<file path="src/rtl/dma_pkg.sv">
// Shared sizing defaults and scheduler FSM encoding for the DMA channel scheduler.
package dma_pkg;
  localparam int DMA_NUM_CH = 4;
  localparam int DMA_SIZE_W = 10;
  localparam int DMA_ADDR_W = 32;
  localparam int DMA_CH_W   = $clog2(DMA_NUM_CH);

  typedef enum logic [1:0] {
    IDLE = 2'd0,
    REQ  = 2'd1,
    WAIT = 2'd2,
    DONE = 2'd3
  } sched_state_t;
endpackage

</file>
<file path="src/rtl/dma_rr_arbiter.sv">
// Combinational channel picker: round-robin after 'last', or lowest index when
// DMA_SCHED_FIXED_PRIO_EN is defined (then 'last' is ignored).
module dma_rr_arbiter
  import dma_pkg::*;
#(
  parameter int NUM_CH = DMA_NUM_CH,
  parameter int CH_W   = DMA_CH_W
) (
  input  logic [NUM_CH-1:0] req,
  input  logic [CH_W-1:0]   last,
  output logic [NUM_CH-1:0] gnt,
  output logic [CH_W-1:0]   gnt_idx
);

`ifdef DMA_SCHED_FIXED_PRIO_EN
  logic unused_last;
  assign unused_last = ^last;

  always_comb begin
    gnt     = '0;
    gnt_idx = '0;
    for (int i = NUM_CH - 1; i >= 0; i--) begin
      if (req[i]) begin
        gnt     = '0;
        gnt[i]  = 1'b1;
        gnt_idx = CH_W'(i);
      end
    end
  end
`else
  logic [CH_W-1:0] cand;

  // Walk offsets from farthest to nearest so the channel right after 'last' wins.
  always_comb begin
    gnt     = '0;
    gnt_idx = '0;
    cand    = '0;
    for (int off = NUM_CH; off >= 1; off--) begin
      cand = CH_W'((int'(last) + off) % NUM_CH);
      if (req[cand]) begin
        gnt       = '0;
        gnt[cand] = 1'b1;
        gnt_idx   = cand;
      end
    end
  end
`endif

endmodule

</file>
<file path="src/rtl/dma_ch_sched.sv">
// Arms a channel on ch_en rise, grants one channel at a time and holds its latched descriptor on
// xfer_req until xfer_ack; ch_done is registered one cycle after DONE. DMA_SCHED_FIXED_PRIO_EN: fixed priority.
module dma_ch_sched
  import dma_pkg::*;
#(
  parameter int NUM_CH = DMA_NUM_CH,
  parameter int SIZE_W = DMA_SIZE_W,
  parameter int ADDR_W = DMA_ADDR_W
) (
  input  logic                       HCLK,
  input  logic                       HRESET,
  input  logic [NUM_CH-1:0]          ch_en,
  input  logic [NUM_CH-1:0]          ch_target,
  input  logic [NUM_CH*SIZE_W-1:0]   ch_size,
  input  logic [NUM_CH*ADDR_W-1:0]   ch_sour,
  input  logic [NUM_CH*ADDR_W-1:0]   ch_dest,
  output logic                       xfer_req,
  input  logic                       xfer_ack,
  input  logic                       xfer_done,
  output logic [$clog2(NUM_CH)-1:0]  xfer_ch,
  output logic                       xfer_dir,
  output logic [SIZE_W-1:0]          xfer_len,
  output logic [ADDR_W-1:0]          xfer_src,
  output logic [ADDR_W-1:0]          xfer_dst,
  output logic [NUM_CH-1:0]          ch_done,
  output logic                       busy
);
  localparam int CH_W = $clog2(NUM_CH);

  sched_state_t      state, state_nxt;
  logic [NUM_CH-1:0] en_q, pending, rise, gnt, ch_done_nxt;
  logic [CH_W-1:0]   rr_last, gnt_idx;
  logic              take;
  logic              sel_dir;
  logic [SIZE_W-1:0] sel_size;
  logic [ADDR_W-1:0] sel_src, sel_dst;

  assign rise = ch_en & ~en_q;
  assign take = (state == IDLE) && (|pending);

  dma_rr_arbiter #(
    .NUM_CH (NUM_CH),
    .CH_W   (CH_W)
  ) u_arb (
    .req     (pending),
    .last    (rr_last),
    .gnt     (gnt),
    .gnt_idx (gnt_idx)
  );

  always_comb begin
    sel_dir  = 1'b0;
    sel_size = '0;
    sel_src  = '0;
    sel_dst  = '0;
    for (int i = 0; i < NUM_CH; i++) begin
      if (gnt[i]) begin
        sel_dir  = ch_target[i];
        sel_size = ch_size[i*SIZE_W +: SIZE_W];
        sel_src  = ch_sour[i*ADDR_W +: ADDR_W];
        sel_dst  = ch_dest[i*ADDR_W +: ADDR_W];
      end
    end
  end

  always_ff @(posedge HCLK) begin
    if (HRESET) state <= IDLE;
    else        state <= state_nxt;
  end

  // Zero-length descriptors skip the engine entirely.
  always_comb begin
    state_nxt = state;
    case (state)
      IDLE:    if (take) state_nxt = (sel_size == '0) ? DONE : REQ;
      REQ:     if (xfer_ack) state_nxt = WAIT;
      WAIT:    if (xfer_done) state_nxt = DONE;
      DONE:    state_nxt = IDLE;
      default: state_nxt = IDLE;
    endcase
  end

  always_comb begin
    xfer_req    = (state == REQ);
    busy        = (state != IDLE);
    ch_done_nxt = '0;
    if (state == DONE) ch_done_nxt[xfer_ch] = 1'b1;
  end

  // A rise in the same cycle as a clear keeps the channel armed.
  always_ff @(posedge HCLK) begin
    if (HRESET) begin
      en_q     <= '0;
      pending  <= '0;
      rr_last  <= CH_W'(NUM_CH - 1);
      xfer_ch  <= '0;
      xfer_dir <= 1'b0;
      xfer_len <= '0;
      xfer_src <= '0;
      xfer_dst <= '0;
      ch_done  <= '0;
    end else begin
      en_q    <= ch_en;
      pending <= (pending & ~(take ? gnt : '0) & ch_en) | rise;
      ch_done <= ch_done_nxt;
      if (take) begin
        xfer_ch  <= gnt_idx;
        xfer_dir <= sel_dir;
        xfer_len <= sel_size;
        xfer_src <= sel_src;
        xfer_dst <= sel_dst;
        rr_last  <= gnt_idx;
      end
    end
  end

endmodule
</file>
<file path="config.mk">
export PLATFORM = sky130hd
export DESIGN_NAME = dma_ch_sched
export DESIGN_NICKNAME = d
export VERILOG_FILES = /design/src/rtl/dma_pkg.sv /design/src/rtl/dma_rr_arbiter.sv /design/src/rtl/dma_ch_sched.sv
export SDC_FILE = /design/constraint.sdc
export NUM_CORES = 1
export LEC_CHECK = 0
export ABC_AREA = 1
export CORE_AREA = 2 2 152 154
export CTS_CLUSTER_DIAMETER = 40
export DETAILED_ROUTE_END_ITERATION = 6
export DIE_AREA = 0 0 154 156
export GPL_ROUTABILITY_DRIVEN = 0
export REMOVE_ABC_BUFFERS = 1
export SYNTH_ARGS = -nofsm -noshare
export SYNTH_HDL_FRONTEND = slang
export SYNTH_SLANG_ARGS = --single-unit
</file>
<file path="constraint.sdc">
create_clock -name HCLK -period 2.9 [get_ports HCLK]
set_input_delay 0.58 -clock HCLK [delete_from_list [all_inputs] [get_ports HCLK]]
set_output_delay 0.58 -clock HCLK [all_outputs]
set_load 0.01 [all_outputs]
</file>
# --- Word-level counts from Yosys, hierarchy flattened ---
# Index checks and enable logic that the tools add are counted.
op_classes:
  addsub: 4
  shifts: 0
  muxes: 48
  order_cmp: 10
  n_mul: 0
  div: 0
  reduce_logical: 12
  n_eq_ne: 6
  n_bitwise: 7
ops:
  columns: ["cell", "n"]
  rows:
  - ["two-way mux 32 bit", 8]
  - ["two-way mux 10 bit", 4]
  - ["two-way mux 4 bit", 5]
  - ["two-way mux 2 bit", 8]
  - ["< comparator 2 x 3 -> 1 bit (second input constant)", 5]
  - ["two-way mux 1 bit", 13]
  - ["bitwise AND 4 bit", 3]
  - ["demux 1 bit (select 2 bit)", 5]
  - [">= comparator 2 x 1 -> 1 bit (second input constant)", 5]
  - ["logical NOT 10 bit", 1]
  - ["binary-select mux 1 bit (select 2 bit)", 4]
  - ["inverter 4 bit", 2]
  - ["case mux 2 bit (4 select lines)", 1]
  - ["logical AND 1 bit", 6]
  - ["adder 2 x 1 -> 2 bit (second input constant)", 2]
  - ["adder 2 bit (second input constant)", 2]
  - ["equality test 2 bit (second input constant)", 2]
  - ["inequality test 2 bit (second input constant)", 2]
  - ["OR 4 bit", 1]
  - ["OR reduction 4 bit", 1]
  - ["AND reduction 3 bit", 1]
  - ["equality test 2 x 1 -> 1 bit (second input constant)", 1]
  - ["logical NOT 2 bit", 1]
  - ["inequality test 2 x 1 -> 1 bit (second input constant)", 1]
  - ["3 further kinds", 3]
word_totals:
  output_inout_bits: 83
  mem_count: 0
  ff_bits: 93
  wordCells: 97
  inputBits: 308
  latchBits: 0
  ram_bits: 0
  romBits: 0

# --- Depth between registers and ports, before layout ---
logic_depth:
  ltp_word: 17
  ltp_mapped: 19
  mapped_depth_nobuf: 19

# --- Cells and area by module ---
# A second synthesis with hierarchy kept.
hier_totals:
  hier_cells: 893
  hier_area_um2: 5841.9
modules_own_cells:
  columns: ["module", "seq_area_each_um2", "area_per_inst_um2", "n_inst", "cells_each"]
  rows:
  - ["dma_ch_sched", 1861.8, 5382.7, 1, 807]
  - ["dma_rr_arbiter", 0.0, 459.2, 1, 86]

# --- Worst setup path after synthesis ---
# Ideal clock, no wire load.
synth_path:
  path_kind: "register to register"
  start: "reg rr_last[0]"
  end: "reg xfer_src[24]"
  path_slack_ns: 0.439
  setup_ns: 0.132
  path_stages_with_launch: 16
  t_arrival_ns: 2.329
  n_path_buf: 4
  required_time_ns: 2.768
  cell_sequence: "dfxtp_1 inv_2 ha_1 inv_1 nand2_1 nand2_4 inv_2 or2_1 buf_6 nand2_8 buf_6 buf_6 buf_2 nand3_1 o2111ai_1 a31oi_1"
synth_via:
  elab_chain_len: 13
  word_cells_on_any_way: 40
  classes_between: "add/sub: 4; order compare: 8; mux: 24; reduce/logical: 4"
synth_lines:
  columns: ["item", "line", "text"]
  rows:
  - ["from (decl)", "dma_ch_sched.sv:32", "logic [CH_W-1:0] rr_last, gnt_idx;"]
  - ["from (signal assigned)", "dma_ch_sched.sv:95", "rr_last <= CH_W'(NUM_CH - 1);"]
  - ["from (signal assigned)", "dma_ch_sched.sv:112", "rr_last <= gnt_idx;"]
  - ["adder 2 x 1 -> 2 bit", "dma_rr_arbiter.sv:39", "cand = CH_W'((int'(last) + off) % NUM_CH);"]
  - ["< comparator 2 x 3 -> 1 bit (not written as such) / >= comparator 2 x 1 -> 1 bit (equally long branches)", "dma_rr_arbiter.sv:42", "gnt[cand] = 1'b1;"]
  - ["logical AND 1 bit (not written as such)", "dma_rr_arbiter.sv:42", null]
  - ["two-way mux 1 bit (not written as such)", "dma_rr_arbiter.sv:42", null]
  - ["demux 1 bit (select 2 bit)", null, null]
  - ["two-way mux 4 bit (3 in series)", "dma_rr_arbiter.sv:40", "if (req[cand]) begin"]
  - ["two-way mux 4 bit (*)", "dma_rr_arbiter.sv:40", null]
  - ["two-way mux 32 bit (3 in series)", "dma_ch_sched.sv:57", "if (gnt[i]) begin"]
  - ["two-way mux 32 bit (*)", "dma_ch_sched.sv:57", null]
  - ["to (signal assigned)", "dma_ch_sched.sv:110", "xfer_src <= sel_src;"]
  - ["to (decl)", "dma_ch_sched.sv:23", "output logic [ADDR_W-1:0] xfer_src,"]
# Mark *: on every way between the ends. The rest lies on a longest branch, timed or not. The select of a mux whose other input is x is not followed.
# A chain may end at the register's enable or synchronous reset.

# --- Worst setup path in the final report ---
layout_path:
  start: "reg rr_last[0]"
  end: "reg state[1]"
layout_via:
  elab_chain_len: 17
  word_cells_on_any_way: 44
  classes_between: "add/sub: 4; order compare: 8; mux: 27; reduce/logical: 5"
layout_lines:
  columns: ["item", "line", "text"]
  rows:
  - ["adder 2 x 1 -> 2 bit", "dma_rr_arbiter.sv:39", null]
  - ["< comparator 2 x 3 -> 1 bit (not written as such) / >= comparator 2 x 1 -> 1 bit (equally long branches)", "dma_rr_arbiter.sv:42", null]
  - ["logical AND 1 bit (not written as such)", "dma_rr_arbiter.sv:42", null]
  - ["two-way mux 1 bit (not written as such)", "dma_rr_arbiter.sv:42", null]
  - ["demux 1 bit (select 2 bit)", null, null]
  - ["two-way mux 4 bit (3 in series)", "dma_rr_arbiter.sv:40", null]
  - ["two-way mux 4 bit (*)", "dma_rr_arbiter.sv:40", null]
  - ["two-way mux 10 bit (3 in series)", "dma_ch_sched.sv:57", null]
  - ["two-way mux 10 bit (*)", "dma_ch_sched.sv:57", null]
  - ["logical NOT 10 bit (*)", "dma_ch_sched.sv:75", "IDLE: if (take) state_nxt = (sel_size == '0) ? DONE : REQ;"]
  - ["two-way mux 2 bit (*) (2 in series)", "dma_ch_sched.sv:75", null]
  - ["case mux 2 bit (4 select lines) (*)", "dma_ch_sched.sv:74", "case (state)"]
  - ["to (signal assigned)", "dma_ch_sched.sv:68", "else state <= state_nxt;"]
  - ["to (decl)", "dma_ch_sched.sv:30", "sched_state_t state, state_nxt;"]
# Marks and branches as above.

==> qor.yml <==
hpwlAfterDp_um: 21700
use_met1: 0.281
drc: 0
wl_um: 28700
cap_violations: 0
hp-class: "reg -> reg"
cellPowerDensity_nw_per_um2: 1160
met3_usage: 0.0517
async_flop_share: 0
switchingPower_mw: 6.55
slew_violations: 0
leakage_nw: 4.07
ant_nets: 0
clock_path_buffers: 2
synth_area_um2: 6250
fp.coreArea_um2: 22400
cts-root-buf: "clkbuf_16"
die_area_um2: 24000
clkLatencyLatePin_ps: 350
cts.clk_slew.worst_paths_ps: 70
hold_viol_final: 0
mostFrequentLayoutCell: "clkdlybuf4s50_1"
top_level_ports: 391
critPathArrivalTime_ps: 3020
end_kind: "flip-flop"
vdd_drop_max_v: 0.000608
fmax_ghz: 0.366
grt_pass1_vias: 7834
required_ps: 3180
syn_avg_cell_area_um2: 6.87
synth_edf_count: 0
placed_cell_area_um2: 10400
maxSlewHeadroom: 0.398
viasPerCell: 5.12
tightest_slew_ps: 903
drt-pass1-iter-count: 5
final_cells: 1546
dr.first_iter.drc_count: 446
crit_type: "reg -> reg"
clock_sinks: 93
ys_seq_area_frac: 0.298
h-tree-depth: 3
cts_tree: "done"
rows: 55
num_vias: 7920
switching_share: 0.529
routedWlPerCell_um: 18.6
fin_skew_ps: 11.2
fin_nets: 1575
layout_min_cycle_time_ps: 2730
final_util: 0.478
ys.warnings.count: 0
dp.cells: 1529
die_y_um: 156
setup_viol: 0
numCtsBuffers: 9
grt.total_usage: 0.233
ys.flop_type: "dfxtp_1"
portBuffers: 390
intPower_mw: 5.84
grt_busiest_layer: "met2"
total_power_mw: 12.4
cp_max_fo: 41
grt_pass1_wl_um: 43900
mostFrequentLayoutCells: "clkdlybuf4s50_1, nand3_1, nand2_1"
cts_setup_buffers: 0
grt_max_degree: 74
p_seq_frac: 0.143
ys_ff_latch: 93
drive_above_1_share: 0.0651
power_frac_clock: 0.100
ys_types: 38
overflow: 0
grtUsageMet2: 0.401
power_frac_comb: 0.757
initial_core_util: 0.279
outcome: "finished clean"
grt_antenna_before_repair: 1
rsz0062_at_grt: "false"
area_growth_pct: 71.3
final_area_um2: 10700
multi_input_area_um2: 3670
finalCritPeriodShare: 0.943
seqCellArea_um2: 1860
num-fill-cells: 2300
dieWidth_um: 154
start_kind: "flip-flop"
synthCells: 909
-- cell usage after synthesis, types with 5 or more instances --
cell type    n  share of area
o21ai_0      9         0.0072
nand3b_1     6         0.0072
a21boi_1     6         0.0072
o2111ai_1   65          0.091
o211ai_1    11          0.013
ha_1        12          0.024
nand2_2      5         0.0050
nand3_2      5         0.0080
nand3_1    222           0.18
clkbuf_1    33          0.020
a31oi_1     65          0.065
nand2_1    208           0.12
a21oi_1      9         0.0072
dfxtp_1     93           0.30
nor2_1      15         0.0090
buf_2       32          0.026
buf_6        9          0.016
buf_4       13          0.016
inv_1       50          0.030
inv_2        9         0.0054
nor3_1       5         0.0040
-- critical path: stages (launching register included) --
cell and delay [ps]:
dfxtp_1 350, inv_2 90, ha_1 340, inv_1 80
nand3_1 110, nand2_2 90, nand2_1 100, inv_2 50
o21ai_2 190, nor2_4 70, nor2_8 180, buf_12 230
nor2_1 70, a21oi_1 290, nand2_1 120, nor2_1 100
nand3_1 80, a21oi_1 120
-- layout make-up --
| class | instances | share of cell area |
|---|---|---|
| diodes | 1 | 0.000234 |
| flip-flops and latches | 93 | 0.174 |
| repair buffers | 423 | 0.400 |
| clock inverters | 3 | 0.00421 |
| well taps | 285 | 0.0333 |
| clock buffers | 13 | 0.0234 |
| inverters | 62 | 0.0220 |
| multi-input cells | 666 | 0.343 |
-- flip-flops by register name (all words and copies together) (netlist names) --
signal,cells
xfer_ch,2
rr_last,2
ch_done,4
state,2
xfer_len,10
xfer_src,32
xfer_dir,1
xfer_dst,32
en_q,4
pending,4
-- repair_timing --
item                                    CTS  global route
endpoints found under the setup margin    0             3
gates resized for setup                   0             1
hold buffers                              0             0
-- metrics by stage --
stage                     worst slack (ps)  TNS [ps]  hold WS [ps]
after floorplan                      -5130   -387200           387
after global placement                 250         0           393
after global routing                  3.35         0           420
after detailed placement               164         0           400
after CTS                              152         0           408
final                                  166         0           405
-- metal layers --
layer / wire length [um] / part of all wire / vias up
li1: - / - / 3930
met1: 11900 / 0.41 / 3611
met2: 14000 / 0.49 / 321
met3: 1930 / 0.067 / 58
met4: 937 / 0.033 / 0
met5: 0 / 0 / -
-- worst paths after layout --
kind                                  from         end  slack, ps  cells after the start
worst max register to register  rr_last[0]    state[1]        170                     17
worst min-delay path               en_q[2]  pending[2]        400                      1
worst max-delay path            rr_last[0]    state[1]        170                     17
worst min register to register     en_q[2]  pending[2]        400                      1
-- power groups by stage --
stage | registers, mW | logic, mW | clock network [mW]
after floorplan | 1.89 | 4.70 | 0
after global placement | 1.78 | 9.32 | 0
after detailed placement | 1.79 | 9.38 | 0
after CTS | 1.77 | 9.42 | 1.27
after global routing | 1.80 | 10.4 | 1.31
final | 1.77 | 9.38 | 1.24
-- kinds of logic after synthesis --
| group | after synthesis | synth area share |
|---|---|---|
| buffers and inverters | 150 | 0.116 |
| AND/OR/NAND/NOR | 477 | 0.356 |
| flip-flops | 93 | 0.298 |
| AO/OA/AOI/OAI | 177 | 0.206 |
| adder cells (fa/ha/maj) | 12 | 0.0240 |
No activity file was read; power rests on OpenSTA's default activity.
